===== src/rtl/im_arb_pkg.sv =====
// Shared types and defaults for the instruction-memory port arbiter.
package im_arb_pkg;

  // Default geometry of the shared instruction memory
  localparam int unsigned IM_ADDR_W = 10;
  localparam int unsigned IM_DATA_W = 32;

  // Which requester owns the read response returning next cycle
  typedef enum logic [1:0] {
    OWN_NONE = 2'd0,
    OWN_F    = 2'd1,
    OWN_L    = 2'd2
  } owner_e;

  // Arbiter operating mode
  typedef enum logic [0:0] {
    ST_ARB  = 1'b0,
    ST_LOCK = 1'b1
  } state_e;

  // True when a byte address is not on a word boundary
  function automatic logic is_misaligned(input logic [1:0] byte_lsb);
    return (byte_lsb != 2'b00);
  endfunction

endpackage


===== src/rtl/im_arb_starve_ctr.sv =====
// Saturating starvation counter: counts fetch wins while the loader waits.
module im_arb_starve_ctr #(
  parameter int unsigned MAX = 4,
  parameter int unsigned W   = $clog2(MAX + 1)
) (
  input  logic         clk,
  input  logic         reset,
  input  logic         inc,
  input  logic         clr,
  output logic [W-1:0] cnt
);

  logic [W-1:0] cnt_r;

  // Clear has priority over increment; hold once MAX is reached
  always_ff @(posedge clk or posedge reset) begin
    if (reset) begin
      cnt_r <= {W{1'b0}};
    end else if (clr) begin
      cnt_r <= {W{1'b0}};
    end else if (inc && (cnt_r != W'(MAX))) begin
      cnt_r <= cnt_r + W'(1);
    end else begin
      cnt_r <= cnt_r;
    end
  end

  assign cnt = cnt_r;

endmodule


===== src/rtl/im_port_arbiter.sv =====
// Fetch/loader arbiter for the single-port instruction memory.
// Optional build macro: IM_ARB_ALIGN_CHECK_EN adds f_err and suppresses
// memory access for misaligned fetches.
module im_port_arbiter
  import im_arb_pkg::*;
#(
  parameter int unsigned ADDR_W     = IM_ADDR_W,
  parameter int unsigned DATA_W     = IM_DATA_W,
  parameter int unsigned STARVE_MAX = 4
) (
  input  logic              clk,
  input  logic              reset,
  input  logic              f_req,
  input  logic [31:0]       f_addr,
  output logic              f_gnt,
  output logic              f_rvalid,
  output logic [DATA_W-1:0] f_rdata,
  input  logic              l_req,
  input  logic              l_we,
  input  logic              l_lock,
  input  logic [31:0]       l_addr,
  input  logic [DATA_W-1:0] l_wdata,
  output logic              l_gnt,
  output logic              l_rvalid,
  output logic [DATA_W-1:0] l_rdata,
  output logic              mem_en,
  output logic              mem_we,
  output logic [ADDR_W-1:0] mem_addr,
  output logic [DATA_W-1:0] mem_wdata,
  input  logic [DATA_W-1:0] mem_rdata,
  output logic              locked
`ifdef IM_ARB_ALIGN_CHECK_EN
  ,
  output logic              f_err
`endif
);

  localparam int unsigned CNT_W = $clog2(STARVE_MAX + 1);

  state_e             state_r, state_nxt_s;
  owner_e             owner_r, owner_nxt_s;
  logic               locked_r;
  logic [CNT_W-1:0]   starve_cnt_s;
  logic               starve_full_s;
  logic               lock_hold_s;
  logic               f_gnt_s, l_gnt_s;
  logic               f_misalign_s;
  logic               mem_en_s;
  logic [ADDR_W-1:0]  f_widx_s, l_widx_s;
  logic [ADDR_W-1:0]  mem_addr_s;
  logic [DATA_W-1:0]  mem_wdata_s;
  logic               unused_addr_s;

  // Word index: byte offset and bits above the memory range are dropped
  assign f_widx_s      = f_addr[ADDR_W+1:2];
  assign l_widx_s      = l_addr[ADDR_W+1:2];
  assign unused_addr_s = ^{f_addr[31:ADDR_W+2], f_addr[1:0],
                           l_addr[31:ADDR_W+2], l_addr[1:0]};

`ifdef IM_ARB_ALIGN_CHECK_EN
  assign f_misalign_s = is_misaligned(f_addr[1:0]);
`else
  assign f_misalign_s = 1'b0;
`endif

  // Lock persists only while the loader keeps l_lock high; the release
  // cycle is arbitrated normally.
  assign lock_hold_s   = (state_r == ST_LOCK) && l_lock;
  assign starve_full_s = (starve_cnt_s == CNT_W'(STARVE_MAX));

  // Grant selection: loader exclusive in lock, otherwise fetch first
  // unless the loader has waited STARVE_MAX fetch grants.
  always_comb begin
    f_gnt_s = 1'b0;
    l_gnt_s = 1'b0;
    if (lock_hold_s) begin
      f_gnt_s = 1'b0;
      l_gnt_s = l_req;
    end else if (l_req && starve_full_s) begin
      f_gnt_s = 1'b0;
      l_gnt_s = 1'b1;
    end else if (f_req) begin
      f_gnt_s = 1'b1;
      l_gnt_s = 1'b0;
    end else begin
      f_gnt_s = 1'b0;
      l_gnt_s = l_req;
    end
  end

  // Memory port mux driven from whichever side won this cycle
  always_comb begin
    mem_addr_s  = f_widx_s;
    mem_wdata_s = {DATA_W{1'b0}};
    mem_en_s    = 1'b0;
    if (l_gnt_s) begin
      mem_addr_s  = l_widx_s;
      mem_wdata_s = l_wdata;
      mem_en_s    = 1'b1;
    end else if (f_gnt_s) begin
      mem_addr_s  = f_widx_s;
      mem_wdata_s = {DATA_W{1'b0}};
      mem_en_s    = !f_misalign_s;
    end else begin
      mem_addr_s  = f_widx_s;
      mem_wdata_s = {DATA_W{1'b0}};
      mem_en_s    = 1'b0;
    end
  end

  // Next mode: enter lock on a locked loader grant, leave when l_lock drops
  always_comb begin
    state_nxt_s = ST_ARB;
    if (lock_hold_s) begin
      state_nxt_s = ST_LOCK;
    end else if (l_gnt_s && l_lock) begin
      state_nxt_s = ST_LOCK;
    end else begin
      state_nxt_s = ST_ARB;
    end
  end

  // Response owner for next cycle; writes return nothing
  always_comb begin
    owner_nxt_s = OWN_NONE;
    if (f_gnt_s) begin
      owner_nxt_s = OWN_F;
    end else if (l_gnt_s && !l_we) begin
      owner_nxt_s = OWN_L;
    end else begin
      owner_nxt_s = OWN_NONE;
    end
  end

  im_arb_starve_ctr #(
    .MAX (STARVE_MAX),
    .W   (CNT_W)
  ) u_starve_ctr (
    .clk   (clk),
    .reset (reset),
    .inc   (f_gnt_s && l_req && !l_gnt_s),
    .clr   (l_gnt_s || !l_req),
    .cnt   (starve_cnt_s)
  );

  // Mode, response tag and lock indication registers
  always_ff @(posedge clk or posedge reset) begin
    if (reset) begin
      state_r  <= ST_ARB;
      owner_r  <= OWN_NONE;
      locked_r <= 1'b0;
    end else begin
      state_r  <= state_nxt_s;
      owner_r  <= owner_nxt_s;
      locked_r <= (state_nxt_s == ST_LOCK);
    end
  end

`ifdef IM_ARB_ALIGN_CHECK_EN
  logic f_err_r;

  // Flag a misaligned fetch in its response cycle
  always_ff @(posedge clk or posedge reset) begin
    if (reset) begin
      f_err_r <= 1'b0;
    end else begin
      f_err_r <= f_gnt_s && f_misalign_s;
    end
  end

  assign f_err   = f_err_r;
  assign f_rdata = f_err_r ? {DATA_W{1'b0}} : mem_rdata;
`else
  assign f_rdata = mem_rdata;
`endif

  assign f_gnt     = f_gnt_s;
  assign l_gnt     = l_gnt_s;
  assign mem_en    = mem_en_s;
  assign mem_we    = l_gnt_s && l_we;
  assign mem_addr  = mem_addr_s;
  assign mem_wdata = mem_wdata_s;
  assign f_rvalid  = (owner_r == OWN_F);
  assign l_rvalid  = (owner_r == OWN_L);
  assign l_rdata   = mem_rdata;
  assign locked    = locked_r;

endmodule


===== config.mk =====
export PLATFORM = sky130hd
export DESIGN_NAME = im_port_arbiter
export DESIGN_NICKNAME = d
export VERILOG_FILES = /design/src/rtl/im_arb_pkg.sv /design/src/rtl/im_arb_starve_ctr.sv /design/src/rtl/im_port_arbiter.sv
export SDC_FILE = /design/constraint.sdc
export NUM_CORES = 1
export LEC_CHECK = 0
export CAP_MARGIN = 20
export CORE_AREA = 2 2 96 98
export CTS_CLUSTER_DIAMETER = 200
export DETAILED_ROUTE_END_ITERATION = 16
export DIE_AREA = 0 0 98 100
export PLACE_DENSITY = 0.66
export SLEW_MARGIN = 10
export SYNTH_ARGS = -nofsm -noshare
export SYNTH_HDL_FRONTEND = slang
export SYNTH_SLANG_ARGS = --single-unit

===== constraint.sdc =====
create_clock -name clk -period 3.42 [get_ports clk]
set_input_delay 1.026 -clock clk [delete_from_list [all_inputs] [get_ports clk]]
set_output_delay 1.026 -clock clk [all_outputs]
set_load 0.02 [all_outputs]

[Yosys cells after proc, flatten, opt, wreduce, memory -nomap -nowiden]
Cells that the tools add are included.
W data, S select, Z words.
Storage, ports and cells
  bits in registers: 6
  bits in latches: 0
  memory bits (writable): 0
  bits in read-only memories: 0
  input port bits: 134
  memories: 0
Operators by class
  $add $sub $neg: 1
  $mul: 0
  div/mod/pow operators: 0
  magnitude comparators: 0
  equality and inequality tests: 4
  shift operators: 0
  multiplexer cells: 16
  bitwise operators: 0
  reductions and logical operators: 13
Operators with widths (number)
  $mux W32: 1
  $mux W1: 10
  $mux W10: 1
  $logic_and A1 B1 Y1: 8
  $mux W3: 2
  $mux W2: 2
  $add A3 B1 Y3 const B: 1
  $eq A3 B3 Y1 const B: 1
  $logic_not A1 Y1: 3
  $ne A3 B3 Y1 const B: 1
  $eq A2 B1 Y1 const B: 1
  $eq A2 B2 Y1 const B: 1
  $reduce_bool A2 Y1: 1
  $logic_or A1 B1 Y1: 1

[Logic depth before layout (Yosys ltp)]
Gate-level depths: netlist (run 1).
  depth after elaboration: 9
  mapped depth: 6

[Cells and area by module]
From an unflattened synthesis (run 1), not the netlist that was laid out.
Unflattened totals
  cells, all modules: 148
  area total of the unflattened synthesis: 1207.4 µm²
Modules (own cells, without submodules)
  im_port_arbiter: times used 1, cells each 130, area an instance 1004.7 µm², seq. area each 75.1 µm²
  im_arb_starve_ctr: times used 1, cells each 18, area an instance 202.7 µm², seq. area each 75.1 µm²

[Least setup slack after synthesis (run 1)]
Ideal clock, no wire load.
  path type: input-to-output
  start point: input port f_req
  end point: output port mem_addr[0]
  data arrival time: 1.987 ns
  data required time: 2.394 ns
  setup slack: 0.407 ns
  cell stages on the path: 4
  path through: a21boi_2 a21boi_4 buf_6 mux2_4
On the way
  longest elaborated chain between the ends: 4
RTL lines
  start: declaration: line im_port_arbiter.sv:13  | input logic f_req,
  $mux W1: line im_port_arbiter.sv:82  | end else if (f_req) begin
  $mux W1: line im_port_arbiter.sv:79  | end else if (l_req && starve_full_s) begin
  $mux W1: line im_port_arbiter.sv:76  | if (lock_hold_s) begin
  $mux W10: line im_port_arbiter.sv:96  | if (l_gnt_s) begin
  end: declaration: line im_port_arbiter.sv:28  | output logic [ADDR_W-1:0] mem_addr,
Every way passes these cells.

[Final worst setup path (run 1)]
  start point: input port f_req
  end point: output port mem_addr[2]
The elaborated chain is that of the path after synthesis.

==> results of run 1 <==
[per-stage QoR]
stage	cell area, um^2	TNS (ps)	util (%)
6_report	1890	0	21.3
5_1_grt	1890	-4.77	21.3
4_1_cts	1920	0	21.6
3_5_place_dp	1870	-20980	21.0
3_3_place_gp	1870	-19710	21.0
2_1_floorplan	1140	0	-
[cell families (layout without fill, tap and decap cells)]
| kind of cell | Yosys count | in the layout |
|---|---|---|
| DFF | 6 | 6 |
| xor gates and xnor gates | 1 | 1 |
| adders and majority gates | 2 | 2 |
| AOI/OAI and AO/OA | 3 | 3 |
| muxes | 10 | 10 |
| and+or+nand+nor | 44 | 44 |
| buffers and inverters | 72 | 118 |
[layer usage]
layer	share of wire, %	global-route usage, %	up-vias
met5	0	0	-
met4	3.5	3.21	0
met3	12	2.44	17
met2	49	8.75	77
met1	35	6.59	406
li1	-	-	452
[path summary, 6_finish.rpt]
kind                                                  from                         endpoint  cells after the start
max reg2reg                u_starve_ctr.cnt[0]$_DFFE_PP0P_             owner_r[1]$_DFF_PP0_                      6
max in group asynchronous                            reset  u_starve_ctr.cnt[1]$_DFFE_PP0P_                      2
max                                                  f_req                      mem_addr[2]                      6
min reg2reg                u_starve_ctr.cnt[0]$_DFFE_PP0P_  u_starve_ctr.cnt[0]$_DFFE_PP0P_                      1
min                        u_starve_ctr.cnt[0]$_DFFE_PP0P_  u_starve_ctr.cnt[0]$_DFFE_PP0P_                      1
min in group asynchronous                            reset             owner_r[0]$_DFF_PP0_                      2
[layout make-up]
cell class	count	area share (%)
repair buffers	111	56.7
multi-input cells	60	25.0
flip-flops and latches	6	7.94
well taps	111	7.35
clock buffers	3	2.18
inverters	4	0.794
[worst max-delay path: cells and delay by family]
kind,cells,cell delay [ps]
buffers and inverters,3,560
AOI/OAI and AO/OA,2,420
muxes,1,320
[what timing repair did]
item                                    4_1_cts  5_1_grt
cloned                                        1        0
endpoints found under the setup margin       46       24
hold endpoints to repair                      0        0
resized for setup                           106       39
setup buffers                                 1        0
pin swaps                                     1        1
[report_power, final]
part	switching [mW]	total [mW]	leakage (nW)	internal (mW)
clock	0.0258	0.101	0.0216	0.0752
sequential	0.00250	0.0773	0.0793	0.0748
combinational	0.0873	0.216	0.708	0.129
total	0.116	0.394	0.809	0.279
[synthesized netlist by cell type]
cell type and count:
clkbuf_2 2, or2_2 1, ha_1 2, mux2_2 6, a21boi_2 1, nor2b_1 3, a21boi_4 1, o21a_1 1
nand3_1 2, buf_6 1, nor2_1 3, dfrtp_1 6, nand2_1 1, and2_1 34, buf_4 65, inv_1 4
xnor2_1 1, mux2_4 4
[registers in the layout, summed over array words and instances (netlist names)]
register,cells
u_starve_ctr.cnt,3
locked,1
owner_r,2
==> flow_summary.json, run 1 <==
{
  "dieHeight_um": 100,
  "wl_per_cell_um": 10.0,
  "cts_tree": "built",
  "ys_seq_elements": 6,
  "yosys.area_share.simple_pct": 23.1,
  "synth-compound-area-share_pct": 3.30,
  "peakVddDrop_mv": 0.0809,
  "grt_max_degree": 31,
  "layout_commonest_cell": "clkdlybuf4s50_1",
  "yosys-top-cells-area": "buf_4 (43%), and2_1 (19%), dfrtp_1 (13%)",
  "htreeDepth": 1,
  "syn-num-nets": 274,
  "synth.distinct_cells": 18,
  "overflow": 0,
  "synth_cells": 138,
  "io_buffers": 106,
  "cpPeakStageDelay_ps": 320,
  "drtIter0Drc": 10,
  "post-place-ws_ps": -537,
  "leakage_nw": 0.809,
  "gp_congestion": 0.650,
  "diodes": 0,
  "row_count": 35,
  "synth_top_area_cell": "buf_4",
  "cp_slowest_cell": "mux2_2",
  "syn_avg_cell_area_um2": 8.23,
  "hold_buffers": 0,
  "synth_top_family_by_area": "buffers and inverters",
  "r2r_slack_ps": 1990,
  "worstSkewPairLatency_ps": 220,
  "fin_worst_skew_ps": 0.194,
  "fin_nets": 322,
  "area_growth_pct": 66.4,
  "fillerInstances": 974,
  "synthXorXnorAreaFrac_pct": 0.771,
  "post-route-period-util_pct": 98.3,
  "worstPathArrival_ps": 2340,
  "coreArea_mm2": 0.00889,
  "required_ps": 2390,
  "cp-end-kind": "output port",
  "seqCellArea_um2": 150,
  "drive_above_1_share_pct": 26.1,
  "dieArea_mm2": 0.00980,
  "p_total_mw": 0.394,
  "ys_warn_count": 0,
  "start_util_pct": 12.8,
  "cts_buffers": 3,
  "syn_area_mm2": 0.00114,
  "clkTransAtPathRegs_ps": 30,
  "io_pins": 247,
  "drt_wl_total_um": 2950,
  "drv_slew": 0,
  "clock-root-buffer": "clkbuf_8",
  "antenna_found_initial": 0,
  "period_needed_ps": 3360,
  "grt_usage_pct": 5.67,
  "die_w_um": 98,
  "tightestPinTransition_ps": 265,
  "first_global_vias": 933,
  "grt_pass1_wl_um": 4520,
  "yosysSeqAreaShare_pct": 13.2,
  "postRouteAntennaNets": 0,
  "synth_fa_ha_area_share_pct": 2.20,
  "final_cell_mix": "clkdlybuf4s50_1 (57), and2_1 (34), clkdlybuf4s15_1 (16)",
  "muxShareOfSynthArea_pct": 11.2,
  "clk_path_buf_depth": 2,
  "hold_viol_final": 0,
  "rsz0062_at_grt": "yes",
  "dp_hpwl_um": 2490,
  "drc": 0,
  "crit_path_cell_trace": "dlygate4sd2_1, a21boi_4, a21boi_4, buf_12, mux2_2, buf_2",
  "stdcell_count": 295,
  "worstSetupPathType": "in2out",
  "slew_headroom_pct": 82.3,
  "holdWs_ps": 473,
  "fmax_ghz": 0.297,
  "netlist.area_leader.share_pct": 43.0,
  "status": "finished, final reports clean",
  "final.setup.worst_slack_ps": 57.9,
  "vias": 952,
  "holdCritPathClass": "reg2reg",
  "multi_input_area_um2": 473,
  "place_inst": 291,
  "p_per_area_mw_per_mm2": 208,
  "cap_violations": 0,
  "crit_path_max_fanout": 8,
  "setup_viol": 0,
  "cp_common_cell": "a21boi_4",
  "start_kind": "primary input",
  "vias_per_cell": 3.23,
  "drt_pass1_iterations": 2,
  "clock-sinks": 6
}
(Power assumes the default switching activity.)
==> inputs of run 2 (changes only) <==
CAP_MARGIN = default   (was 20)
==> results of run 2 <==
No change in the layout: final DEF, timing and power equal those of run 1.
